`src/rtl/cam_pkg.sv`:
```
// Shared types for the camera capture block: FSM encoding and RGB565 pixel layout.
package cam_pkg;

    typedef enum logic [1:0] {
        StIdle      = 2'd0,
        StWaitFrame = 2'd1,
        StCapture   = 2'd2
    } cam_state_e;

    localparam int unsigned R_W  = 5;
    localparam int unsigned G_W  = 6;
    localparam int unsigned B_W  = 5;
    localparam int unsigned PX_W = R_W + G_W + B_W;

    typedef struct packed {
        logic [R_W-1:0] r;
        logic [G_W-1:0] g;
        logic [B_W-1:0] b;
    } rgb565_t;

    // The camera sends the high byte (R and upper G) first.
    function automatic rgb565_t pack_rgb565(input logic [7:0] hi, input logic [7:0] lo);
        return rgb565_t'({hi, lo});
    endfunction

endpackage

```
`src/rtl/sync_edge.sv`:
```
// Two-flop synchronizer with a third stage for rise/fall detection on the synchronized value.
module sync_edge #(
    parameter int unsigned WIDTH = 1
) (
    input  logic             clk,
    input  logic             reset,
    input  logic [WIDTH-1:0] d,
    output logic [WIDTH-1:0] s2,
    output logic [WIDTH-1:0] rise,
    output logic [WIDTH-1:0] fall
);

    logic [WIDTH-1:0] s1_q, s2_q, s3_q;

    // Shift the asynchronous input through three stages.
    always_ff @(posedge clk or negedge reset) begin
        if (!reset) begin
            s1_q <= '0;
            s2_q <= '0;
            s3_q <= '0;
        end else begin
            s1_q <= d;
            s2_q <= s1_q;
            s3_q <= s2_q;
        end
    end

    assign s2   = s2_q;
    assign rise = s2_q & ~s3_q;
    assign fall = ~s2_q & s3_q;

endmodule

```
`src/rtl/cam_capture.sv`:
```
// Samples a parallel camera bus in the system clock domain and assembles RGB565 pixels
// with frame/line coordinates for a downstream FIFO.
module cam_capture
    import cam_pkg::*;
#(
    parameter int unsigned H_PIXELS = 160,
    parameter int unsigned V_LINES  = 120
) (
    input  logic                        clk,
    input  logic                        reset,
    input  logic                        enable,
    input  logic                        cam_pclk,
    input  logic                        cam_vsync,
    input  logic                        cam_href,
    input  logic [7:0]                  cam_d,
    input  logic                        fifo_full,
    output logic [PX_W-1:0]             px_data,
    output logic                        px_valid,
    output logic [$clog2(H_PIXELS)-1:0] px_x,
    output logic [$clog2(V_LINES)-1:0]  px_y,
    output logic                        frame_start,
    output logic                        frame_done,
    output logic                        overflow,
    output logic                        busy
);

    localparam int unsigned XW  = $clog2(H_PIXELS);
    localparam int unsigned YW  = $clog2(V_LINES);
    // Counters carry one extra code so they can saturate at the out-of-range value.
    localparam int unsigned XCW = $clog2(H_PIXELS + 1);
    localparam int unsigned YCW = $clog2(V_LINES + 1);
    localparam logic [XCW-1:0] XMAX = XCW'(H_PIXELS);
    localparam logic [YCW-1:0] YMAX = YCW'(V_LINES);

    logic       pclk_s2, pclk_rise, pclk_fall;
    logic       vsync_s2, vsync_rise, vsync_fall;
    logic       href_s2, href_rise, href_fall;
    logic [7:0] d_s2, d_rise, d_fall;

    sync_edge #(.WIDTH(1)) u_sync_pclk (
        .clk  (clk),
        .reset(reset),
        .d    (cam_pclk),
        .s2   (pclk_s2),
        .rise (pclk_rise),
        .fall (pclk_fall)
    );

    sync_edge #(.WIDTH(1)) u_sync_vsync (
        .clk  (clk),
        .reset(reset),
        .d    (cam_vsync),
        .s2   (vsync_s2),
        .rise (vsync_rise),
        .fall (vsync_fall)
    );

    sync_edge #(.WIDTH(1)) u_sync_href (
        .clk  (clk),
        .reset(reset),
        .d    (cam_href),
        .s2   (href_s2),
        .rise (href_rise),
        .fall (href_fall)
    );

    sync_edge #(.WIDTH(8)) u_sync_d (
        .clk  (clk),
        .reset(reset),
        .d    (cam_d),
        .s2   (d_s2),
        .rise (d_rise),
        .fall (d_fall)
    );

    logic unused_sync;
    assign unused_sync = ^{pclk_s2, pclk_fall, href_rise, d_rise, d_fall};

    cam_state_e state_q, state_d;

    logic           phase_q, phase_d;
    logic [7:0]     hi_q, hi_d;
    rgb565_t        data_q, data_d;
    logic           pend_q, pend_d;
    logic [XCW-1:0] x_q, x_d;
    logic [YCW-1:0] y_q, y_d;
    logic           overflow_q, overflow_d;
    logic           in_range;

    // FSM state register.
    always_ff @(posedge clk or negedge reset) begin
        if (!reset) begin
            state_q <= StIdle;
        end else begin
            state_q <= state_d;
        end
    end

    // FSM next state: arm on vsync high, capture between vsync falling and rising edges.
    always_comb begin
        state_d = state_q;
        unique case (state_q)
            StIdle: begin
                if (enable && vsync_s2) state_d = StWaitFrame;
            end
            StWaitFrame: begin
                if (!enable) begin
                    state_d = StIdle;
                end else if (vsync_fall) begin
                    state_d = StCapture;
                end
            end
            StCapture: begin
                if (vsync_rise) state_d = enable ? StWaitFrame : StIdle;
            end
            default: state_d = StIdle;
        endcase
    end

    // FSM outputs: frame pulses mark the transition cycle itself.
    always_comb begin
        frame_start = (state_q != StCapture) && (state_d == StCapture);
        frame_done  = (state_q == StCapture) && (state_d != StCapture);
        busy        = (state_q == StWaitFrame) || (state_q == StCapture);
    end

    assign in_range = (x_q < XMAX) && (y_q < YMAX);

    // Pixel assembly, coordinate counters and sticky overflow.
    always_comb begin
        phase_d    = phase_q;
        hi_d       = hi_q;
        data_d     = data_q;
        pend_d     = 1'b0;
        x_d        = x_q;
        y_d        = y_q;
        overflow_d = overflow_q;

        // A pending pixel is written or dropped this cycle; either way the column advances.
        if (pend_q) begin
            if (x_q < XMAX) x_d = x_q + XCW'(1);
            if (in_range && fifo_full) overflow_d = 1'b1;
        end

        if (state_q == StCapture) begin
            if (href_fall) begin
                phase_d = 1'b0;
                x_d     = '0;
                if (y_q < YMAX) y_d = y_q + YCW'(1);
            end else if (pclk_rise && href_s2) begin
                if (!phase_q) begin
                    hi_d    = d_s2;
                    phase_d = 1'b1;
                end else begin
                    phase_d = 1'b0;
                    data_d  = pack_rgb565(hi_q, d_s2);
                    pend_d  = 1'b1;
                end
            end
        end

        if (frame_start) begin
            phase_d    = 1'b0;
            x_d        = '0;
            y_d        = '0;
            overflow_d = 1'b0;
        end
    end

    // Datapath registers.
    always_ff @(posedge clk or negedge reset) begin
        if (!reset) begin
            phase_q    <= 1'b0;
            hi_q       <= '0;
            data_q     <= '0;
            pend_q     <= 1'b0;
            x_q        <= '0;
            y_q        <= '0;
            overflow_q <= 1'b0;
        end else begin
            phase_q    <= phase_d;
            hi_q       <= hi_d;
            data_q     <= data_d;
            pend_q     <= pend_d;
            x_q        <= x_d;
            y_q        <= y_d;
            overflow_q <= overflow_d;
        end
    end

    assign px_valid = pend_q && in_range && !fifo_full;
    assign px_data  = data_q;
    assign px_x     = x_q[XW-1:0];
    assign px_y     = y_q[YW-1:0];
    assign overflow = overflow_q;

endmodule

```
`config.mk`:
```
export PLATFORM = sky130hd
export DESIGN_NAME = cam_capture
export DESIGN_NICKNAME = d
export VERILOG_FILES = /design/src/rtl/cam_pkg.sv /design/src/rtl/sync_edge.sv /design/src/rtl/cam_capture.sv
export SDC_FILE = /design/constraint.sdc
export NUM_CORES = 1
export LEC_CHECK = 0
export BUFFER_PORTS_ARGS = -buffer_cell sky130_fd_sc_hd__buf_2
export CAP_MARGIN = 25
export CORE_MARGIN = 3
export CORE_UTILIZATION = 54
export CTS_CLUSTER_SIZE = 40
export DETAILED_ROUTE_END_ITERATION = 12
export MAX_ROUTING_LAYER = met4
export PLACE_DENSITY = 0.81
export RECOVER_POWER = 50
export SETUP_SLACK_MARGIN = 0.02
export SLEW_MARGIN = 40
export SYNTH_ARGS = -nofsm -noshare
export SYNTH_HDL_FRONTEND = slang
export SYNTH_SLANG_ARGS = --single-unit
```
`constraint.sdc`:
```
create_clock -name clk -period 2.4 [get_ports clk]
set_clock_uncertainty 0.1 [all_clocks]
set_input_delay 0.36 -clock clk [delete_from_list [all_inputs] [get_ports clk]]
set_output_delay 0.36 -clock clk [all_outputs]
set_load 0.02 [all_outputs]
```
# Word level (Yosys, flattened, before mapping)
# Cells that the tools add are included.
dict set report word_totals {
  latch_bits 0
  ramBits 0
  out_inout_bits 36
  regBits 69
  romBits 0
  word_cells 89
  input_bits 15
  n_memories 0
}
dict set report op_classes {
  n_addsub 2
  bitwise_logic 10
  n_reduce_logical 22
  n_eq_ne 5
  order_cmp 2
  n_shift 0
  multipliers 0
  n_div 0
  n_mux 27
}
# operator n
set ops {}
lappend ops {{$mux 8} 5}
lappend ops {{$mux 7} 4}
lappend ops {{$mux 1} 13}
lappend ops {{$reduce_bool 2->1} 5}
lappend ops {{$add 8x1->8 const B} 1}
lappend ops {{$logic_and 1x1->1} 8}
lappend ops {{$lt 8x8->1 const B} 1}
lappend ops {{$mux 2} 4}
lappend ops {{$reduce_and 4->1} 2}
lappend ops {{$add 7x1->7 const B} 1}
lappend ops {{$lt 7x7->1 const B} 1}
lappend ops {{$not 1->1} 6}
lappend ops {{$pmux 2 s3} 1}
lappend ops {{$and 1x1->1} 4}
lappend ops {{$eq 2x2->1 const B} 2}
lappend ops {{$ne 2x2->1 const B} 2}
lappend ops {{$reduce_and 2->1} 2}
lappend ops {{$reduce_and 3->1} 1}
lappend ops {{$reduce_bool 3->1} 1}
lappend ops {{$eq 2x1->1 const B} 1}
lappend ops {{$logic_not 2->1} 1}
lappend ops {{$logic_not 1->1} 1}
lappend ops {{$logic_or 1x1->1} 1}

# Longest topological paths before layout
# Gate-level depths: netlist (run 1).
dict set report logic_depth {
  word_depth 9
  depth_mapped 9
  depth_no_buf 7
}

# Hierarchy
# A second synthesis (run 1) with hierarchy kept.
dict set report hier_totals {
  hier_cells 215
  hier_area_um2 3017.9
}
# module instances seq_area_each_um2 area_each_um2 cells_per_inst
set modules_own_cells {}
lappend modules_own_cells {cam_capture 1 1101.1 2006.9 160}
lappend modules_own_cells {{sync_edge (u_sync_d)} 1 600.6 740.7 40}
lappend modules_own_cells {{sync_edge (u_sync_href ...)} 3 75.1 90.1 5}

# Worst setup path after synthesis (run 1)
# No wires, ideal clock.
dict set report synth_timing {
  path_kind {reg2out}
  startpoint {register state_q[0]}
  endpoint {output frame_start}
  path_stages_with_launch 9
  n_path_buf 2
  required_ns 1.940
  setup_slack_ns 0.309
  arrival_time_ns 1.631
  cell_sequence {dfrtp_1 -> inv_1 -> ha_1 -> a22oi_1 -> o21ai_1 -> a21oi_1 -> and3b_1 -> buf_6 -> buf_12}
}
dict set report synth_via {
  elab_chain_cells 5
  word_cells_on_any_way 11
}
# item line
set synth_rtl {}
lappend synth_rtl {{from (decl)} cam_capture.sv:79} ;# cam_state_e state_q, state_d;
lappend synth_rtl {{from (signal assigned)} cam_capture.sv:93} ;# state_q <= StIdle;
lappend synth_rtl {{from (signal assigned)} cam_capture.sv:95} ;# state_q <= state_d;
lappend synth_rtl {{$mux 2} cam_capture.sv:109} ;# end else if (vsync_fall) begin
lappend synth_rtl {{$mux 2} cam_capture.sv:107} ;# if (!enable) begin
lappend synth_rtl {{$pmux 2 s3} cam_capture.sv:102} ;# unique case (state_q)
lappend synth_rtl {{$eq 2x2->1} cam_capture.sv:122} ;# frame_start = (state_q != StCapture) && (state_d == StCapture);
lappend synth_rtl {{$logic_and 1x1->1 *} cam_capture.sv:122}
lappend synth_rtl {{to (decl)} cam_capture.sv:21} ;# output logic frame_start,
# Mark *: on every way between the ends. The rest lies on a longest branch, timed or not.

# Worst setup path after layout (run 1)
dict set report layout_timing {
  startpoint {register state_q[1]}
  endpoint {output frame_start}
}
dict set report layout_via {
  elab_chain_cells 5
  word_cells_on_any_way 11
}
# item line
set layout_rtl {}
lappend layout_rtl {{$mux 2} cam_capture.sv:109}
lappend layout_rtl {{$mux 2} cam_capture.sv:107}
lappend layout_rtl {{$pmux 2 s3 *} cam_capture.sv:102}
lappend layout_rtl {{named net state_d[1]} cam_capture.sv:79}
lappend layout_rtl {{$eq 2x2->1 *} cam_capture.sv:122}
lappend layout_rtl {{$logic_and 1x1->1 *} cam_capture.sv:122}
# Mark *: on every way through the listed nets, which the timed path passes. The rest lies on a longest branch.

==> flow_summary.json, run 1 <==
{
  "clock_sinks": 69,
  "grt_util_all_layers_pct": 18.02,
  "antenna_found_initial": 0,
  "p_seq_share_pct": 47.5,
  "worst_slew_pin_slew_ns": 0.8436,
  "die_h_um": 75.99,
  "drt-vias-per-instance": 5.140,
  "swShare_pct": 35.02,
  "drt_wl_total_um": 4694,
  "slowest_stage": "dfrtp_2",
  "min_path_cells": 1,
  "clockPowerShare_pct": 24.5,
  "start_util_pct": 58.33,
  "p_leak_uw": 0.001682,
  "pwr-share-comb_pct": 28.0,
  "reg2reg_depth": 8,
  "status": "finished clean",
  "slew_headroom_pct": 43.76,
  "grt_util_met2_pct": 27.39,
  "grt_use_met3_pct": 5.674,
  "setup_viol": 0,
  "gr-usage-met1_pct": 22.09,
  "final-hold-violation-count": 0,
  "min_to": "u_sync_d.s1_q[0]",
  "port_buffers": 50,
  "r2r_slack_ns": 0.25,
  "holdWs_ns": 0.02129,
  "cap_violations": 0,
  "vias": 1650,
  "core_um2": 4534,
  "cts_buffers": 9,
  "final_period_minus_worst_setup_slack_ns": 2.312,
  "cts_buffer_depth": 2,
  "worstSetupPathType": "register to primary output",
  "cp_slowest_stage_delay_ns": 0.47,
  "area_delta_synth_final_pct": 22.71,
  "cp.required_ns": 1.94,
  "first_iter_violations": 47,
  "overflow": 0,
  "worstSetupEndpointType": "primary output",
  "top_usage_layer": "met2",
  "clk_latency_ns": 0.34,
  "vdd_drop_max_v": 0.0005464,
  "cp-start-kind": "register",
  "cts_tree": "built",
  "dp_hpwl_um": 3150,
  "grt_max_degree": 37,
  "min_path_type": "input port to register",
  "post-place-ws_ns": 0.2734,
  "critical_path.reg2reg.endpoint": "px_x[5]",
  "timing.final.ws_setup_ns": 0.08840,
  "synth_fp_nets": 206,
  "syn_avg_cell_area_um2": 14.30,
  "drc_errors": 0,
  "critPathLaunch": "state_q[1]",
  "cp_max_fo": 4,
  "ys_types": 37,
  "switchingPower_uw": 1177,
  "syn_inst": 185,
  "ios": 51,
  "gp_congestion": 0.8805,
  "finalSetupTns_ns": 0,
  "wire_per_inst_um": 14.62,
  "dr.pass1.iters": 4,
  "hp-start": "cam_d[0]",
  "path_clk_slew_ns": 0.08,
  "path_cells": "inv_4 > ha_4 > mux2i_1 > a311oi_2 > and3b_2 > buf_6",
  "cts.htree.levels": 3,
  "diodes": 0,
  "nets": 272,
  "final.period_utilization_pct": 96.32,
  "p_int_uw": 2184,
  "synth_seq_area_share_pct": 65.28,
  "die_x_um": 75.99,
  "rsz0062_at_grt": "true",
  "timing.rr.start": "state_q[0]",
  "rows": 24,
  "ant_nets": 0,
  "grt_pass1_vias": 1667,
  "clock-root-buffer": "clkbuf_8",
  "die-area_um2": 5774,
  "fmax_ghz": 0.4326,
  "yosysWarnings": 0,
  "syn_area_um2": 2645,
  "arrival_ns": 1.85,
  "maxSlewViolCount": 0,
  "grt_pass1_wl_um": 7935,
  "powerDensity_nw_per_um2": 1036,
  "drive_gt1_share_pct": 44.14,
  "ys_ff_latch": 69
}
## metal layers
| layer | part of all wire [%] | wire, um |
|---|---|---|
| met2 | 49 | 2281 |
| met1 | 44 | 2050 |
| met3 | 4.9 | 231 |
| met5 | 0 | 0 |
| met4 | 2.8 | 130 |
## Yosys cell counts (all sizes together)
cell	number	area [um^2]
xor2	7	61.31
and4	1	8.760
and2	2	12.51
nand3b	1	7.510
and3	4	25.02
clkbuf	2	7.510
ha	6	75.07
nand4	3	18.77
and3b	2	17.52
a2111oi	1	27.53
nand4b	1	8.760
mux2	24	270.3
a21o	1	7.510
xnor2	3	26.28
o21ai	3	15.01
inv	6	22.52
nand2	7	28.78
dfrtp	69	1727
nor3	7	35.03
nand3	3	15.01
a41oi	2	17.52
nor2	13	51.30
a21oi	2	10.01
buf	4	47.54
a32o	1	10.01
nand2b	1	6.260
a21boi	1	7.510
a31oi	2	12.51
a311oi	1	15.01
o22ai	1	12.51
mux2i	3	30.03
a22oi	1	7.510
## worst max-delay path: cells and delay by family (launching register included)
| kind | cells | cell delay, ns |
|---|---|---|
| AND/OR/NAND/NOR | 1 | 0.26 |
| adder cells (fa/ha/maj) | 1 | 0.16 |
| multiplexers | 1 | 0.10 |
| AO/OA/AOI/OAI | 1 | 0.31 |
| buffers and inverters | 2 | 0.22 |
| flip-flops | 1 | 0.47 |
## how the worst max path moves through the flow
stage	end	slack (ns)	cells after the start
floorplan	frame_start	0.31	8
global placement	frame_start	0.35	7
detailed placement	frame_start	0.27	7
CTS	frame_start	0.02	6
global route	frame_start	0.004	6
finish	frame_start	0.09	6
## flip-flops by register name, indices dropped and copies added, names as in the netlist, 2 cells and up
| register | cells |
|---|---|
| hi_q | 8 |
| px_data | 16 |
| px_x | 8 |
| px_y | 7 |
| state_q | 2 |
| u_sync_d.s1_q | 8 |
| u_sync_d.s2 | 8 |
## placed cells by master (no fill, tap or decap), types with 2 or more instances in the layout
cell type      instances
buf_2                 48
buf_4                  6
ha_4                   3
clkinv_2               2
xor2_1                 7
inv_6                  2
nand2_1                6
nand3_1                3
clkbuf_2               2
dfrtp_1               67
nor2_1                12
nor3_1                 7
xnor2_1                3
and2_1                 2
and3_1                 4
clkbuf_8               9
a31oi_1                2
dfrtp_2                2
mux2_2                24
clkinvlp_4             3
ha_1                   3
inv_1                  4
dlygate4sd3_1          3
o21ai_0                2
nand4_1                3
mux2i_1                3
## per-stage QoR
stage	total power (uW)	instance area [um^2]	std cells	util [%]
floorplan	2162	2645	185	-
global placement	2401	2964	298	65.37
detailed placement	2443	2964	298	65.37
CTS	3276	3154	315	69.56
global route	3562	3246	321	71.58
finish	3362	3246	321	71.58
## cells by family (layout without fill, tap and decap cells)
kind of cell | Yosys count | after routing | synth area share (%)
multiplexers | 27 | 27 | 11.35
flip-flops | 69 | 69 | 65.28
AO/OA/AOI/OAI | 16 | 16 | 5.393
buffers and inverters | 12 | 83 | 2.933
adder cells (fa/ha/maj) | 6 | 6 | 2.838
XOR/XNOR | 10 | 10 | 3.311
AND/OR/NAND/NOR | 45 | 45 | 8.893
## area by class of cell
type / instances / area (um^2)
clock buffer: 9 / 123.9
clock inverter: 7 / 50.05
inverter: 6 / 25.02
fill: 318 / 1289
multi-input combinational: 104 / 895.9
tap: 65 / 81.33
timing repair buffer: 61 / 340.3
sequential: 69 / 1729
## power groups by stage
stage	clock (uW)	sequential, uW	combinational [uW]
final	823	1600	940
after global placement	0	1600	798
after floorplan	0	1740	420
after CTS	844	1590	839
after global routing	903	1640	1020
after detailed placement	0	1610	830
## timing repair
item / in CTS / in global routing
buffers inserted: 0 / 4
pin swaps: 1 / 3
endpoints found under the hold margin: 12 / 2
resized for setup: 3 / 15
hold buffers: 1 / 2
cloned: 0 / 0
endpoints found under the setup margin: 2 / 2
Power figures use the tool's default switching activity.
==> inputs of run 2 (changes only) <==
--- a/config.mk
+++ b/config.mk
@@ -5,10 +5,12 @@
 export SDC_FILE = /design/constraint.sdc
 export NUM_CORES = 1
 export LEC_CHECK = 0
-export BUFFER_PORTS_ARGS = -buffer_cell sky130_fd_sc_hd__buf_2
+export BUFFER_PORTS_ARGS = -buffer_cell sky130_fd_sc_hd__buf_4
 export CAP_MARGIN = 25
+export CELL_PAD_IN_SITES_DETAIL_PLACEMENT = 0
+export CELL_PAD_IN_SITES_GLOBAL_PLACEMENT = 1
 export CORE_MARGIN = 3
-export CORE_UTILIZATION = 54
+export CORE_UTILIZATION = 44
 export CTS_CLUSTER_SIZE = 40
 export DETAILED_ROUTE_END_ITERATION = 12
 export MAX_ROUTING_LAYER = met4
==> run 2 against run 1 <==
  * First-iteration DRC count rose to 2.7 times the previous value
  * Core utilization shrank 12 points
  * Via count down 2.0%
  * Global-route usage down 3.5 points
  * Fmax rose by 1.4%
  * Non-clock buffer count shrank 4
  * Clock-buffer cell count is the same
  * Critical endpoint unchanged
  * Sequential power hardly changed
  * Routed wire length decreased by 2.1%
==> flow_summary.json, run 2 (synthesis gave the netlist of run 1 again) <==
{
  "status": "finished clean",
  "final_cell_mix": "dfrtp_1, buf_4, mux2_2",
  "post-place-ws_ns": 0.2629,
  "cp-start-kind": "register",
  "final.period_utilization_pct": 94.98,
  "rows": 27,
  "core_um2": 5675,
  "grt_pass1_vias": 1662,
  "drt_wl_total_um": 4597,
  "antenna_found_initial": 0,
  "nets": 268,
  "drive_gt1_share_pct": 44.05,
  "holdWs_ns": 0.04954,
  "die_h_um": 83.54,
  "maxSlewViolCount": 0,
  "vias": 1617,
  "start_util_pct": 46.60,
  "final_period_minus_worst_setup_slack_ns": 2.279,
  "worstSetupEndpointType": "primary output",
  "path_buf_inv": 2,
  "worst_slew_pin_slew_ns": 0.8093,
  "first_iter_violations": 126,
  "cts_buffer_depth": 2,
  "timing.final.ws_setup_ns": 0.1205,
  "largest_register_ffs": 16,
  "clock_sinks": 69,
  "dp_hpwl_um": 3019,
  "slew_headroom_pct": 46.05,
  "crit_family": "flip-flops",
  "arrival_ns": 1.82,
  "setup_viol": 0,
  "cts_tree": "built",
  "final_area_um2": 3405,
  "path_clk_slew_ns": 0.08,
  "overflow": 0,
  "final-hold-violation-count": 0,
  "cp_slowest_stage_delay_ns": 0.46,
  "drc_errors": 0,
  "layout_commonest_cell": "dfrtp_1",
  "powerDensity_nw_per_um2": 1097,
  "clock-root-buffer": "clkbuf_8",
  "diodes": 0,
  "cts_buffers": 9,
  "cap_violations": 0,
  "dp.cells": 304,
  "ios": 51,
  "slowest_stage": "dfrtp_2",
  "worstSetupPathType": "register to primary output",
  "cp_max_fo": 8,
  "finalSetupTns_ns": 0,
  "vdd_drop_max_v": 0.0005978,
  "die_x_um": 83.54,
  "dr.pass1.iters": 4,
  "clk_latency_ns": 0.33,
  "grt_max_degree": 37,
  "wire_per_inst_um": 14.19,
  "cp.required_ns": 1.94,
  "postPlaceCellArea_um2": 3090,
  "area_delta_synth_final_pct": 28.71,
  "path_cells": "inv_4 > ha_4 > nand2_1 > a311oi_2 > and3b_2 > buf_6",
  "p_leak_uw": 0.001714,
  "gp_congestion": 0.7598,
  "stdcell_count": 324,
  "grt_util_all_layers_pct": 14.51,
  "fmax_ghz": 0.4387,
  "rsz0062_at_grt": "false",
  "die-area_um2": 6978,
  "drt-vias-per-instance": 4.991,
  "min_path_type": "input port to register",
  "grt_pass1_wl_um": 7790,
  "port_buffers": 50,
  "cts.htree.levels": 3,
  "ant_nets": 0
}
[run 2: cell types whose count changed in the layout (fill, tap and decap cells not counted), moves of 3 or more]
cell,change
buf_2,-47
buf_4,+36
clkbuf_4,+11
bufinv_16,+3
clkinvlp_4,-3
[run 2: repair_timing]
action                     CTS  global route
pin swaps                    1             2
setup endpoints to repair    2             2
hold endpoints to repair    33             0
setup buffers                1             2
hold buffers                 1             0
gates resized for setup      2            14
[run 2: final cells by class]
type | instances | area [um^2]
fill | 483 | 2271
sequential | 69 | 1729
multi-input combinational | 104 | 885.9
timing repair buffer | 57 | 429.2
clock buffer | 9 | 123.9
clock inverter | 7 | 121.4
tap | 72 | 90.09
inverter | 6 | 25.02
[run 2: through the flow]
stage / power (uW) / util, %
after global routing: 3941 / 59.99
after global placement: 2511 / 54.10
after detailed placement: 2535 / 54.45
after CTS: 3703 / 59.15
after floorplan: 2162 / -
final: 3735 / 59.99
[run 2: worst paths after layout]
path | start | to | slack, ns | cells after the start
worst min register to register | u_sync_d.s1_q[1] | u_sync_d.s2[1] | 0.25 | 0
worst max-delay path | state_q[0] | frame_start | 0.12 | 6
max in group asynchronous | reset | phase_q | 0.40 | 3
worst min-delay path | cam_d[1] | u_sync_d.s1_q[1] | 0.05 | 1
min in group asynchronous | reset | px_y[0] | 0.54 | 2
worst max register to register | state_q[0] | hi_q[1] | 0.41 | 5
[run 2: layer usage]
metal / GRT usage (%) / vias to the layer above / routed length (um)
met3: 3.554 / 7 / 229
met2: 21.65 / 42 / 2110
met4: 7.456 / 0 / 71
li1: - / 767 / -
met1: 18.49 / 801 / 2185
met5: - / - / 0
[run 2: power breakdown]
group / switching (uW) / internal (uW) / leakage, uW
clock network: 447 / 695 / 0.000124
logic: 504 / 483 / 0.000701
registers: 213 / 1390 / 0.000889
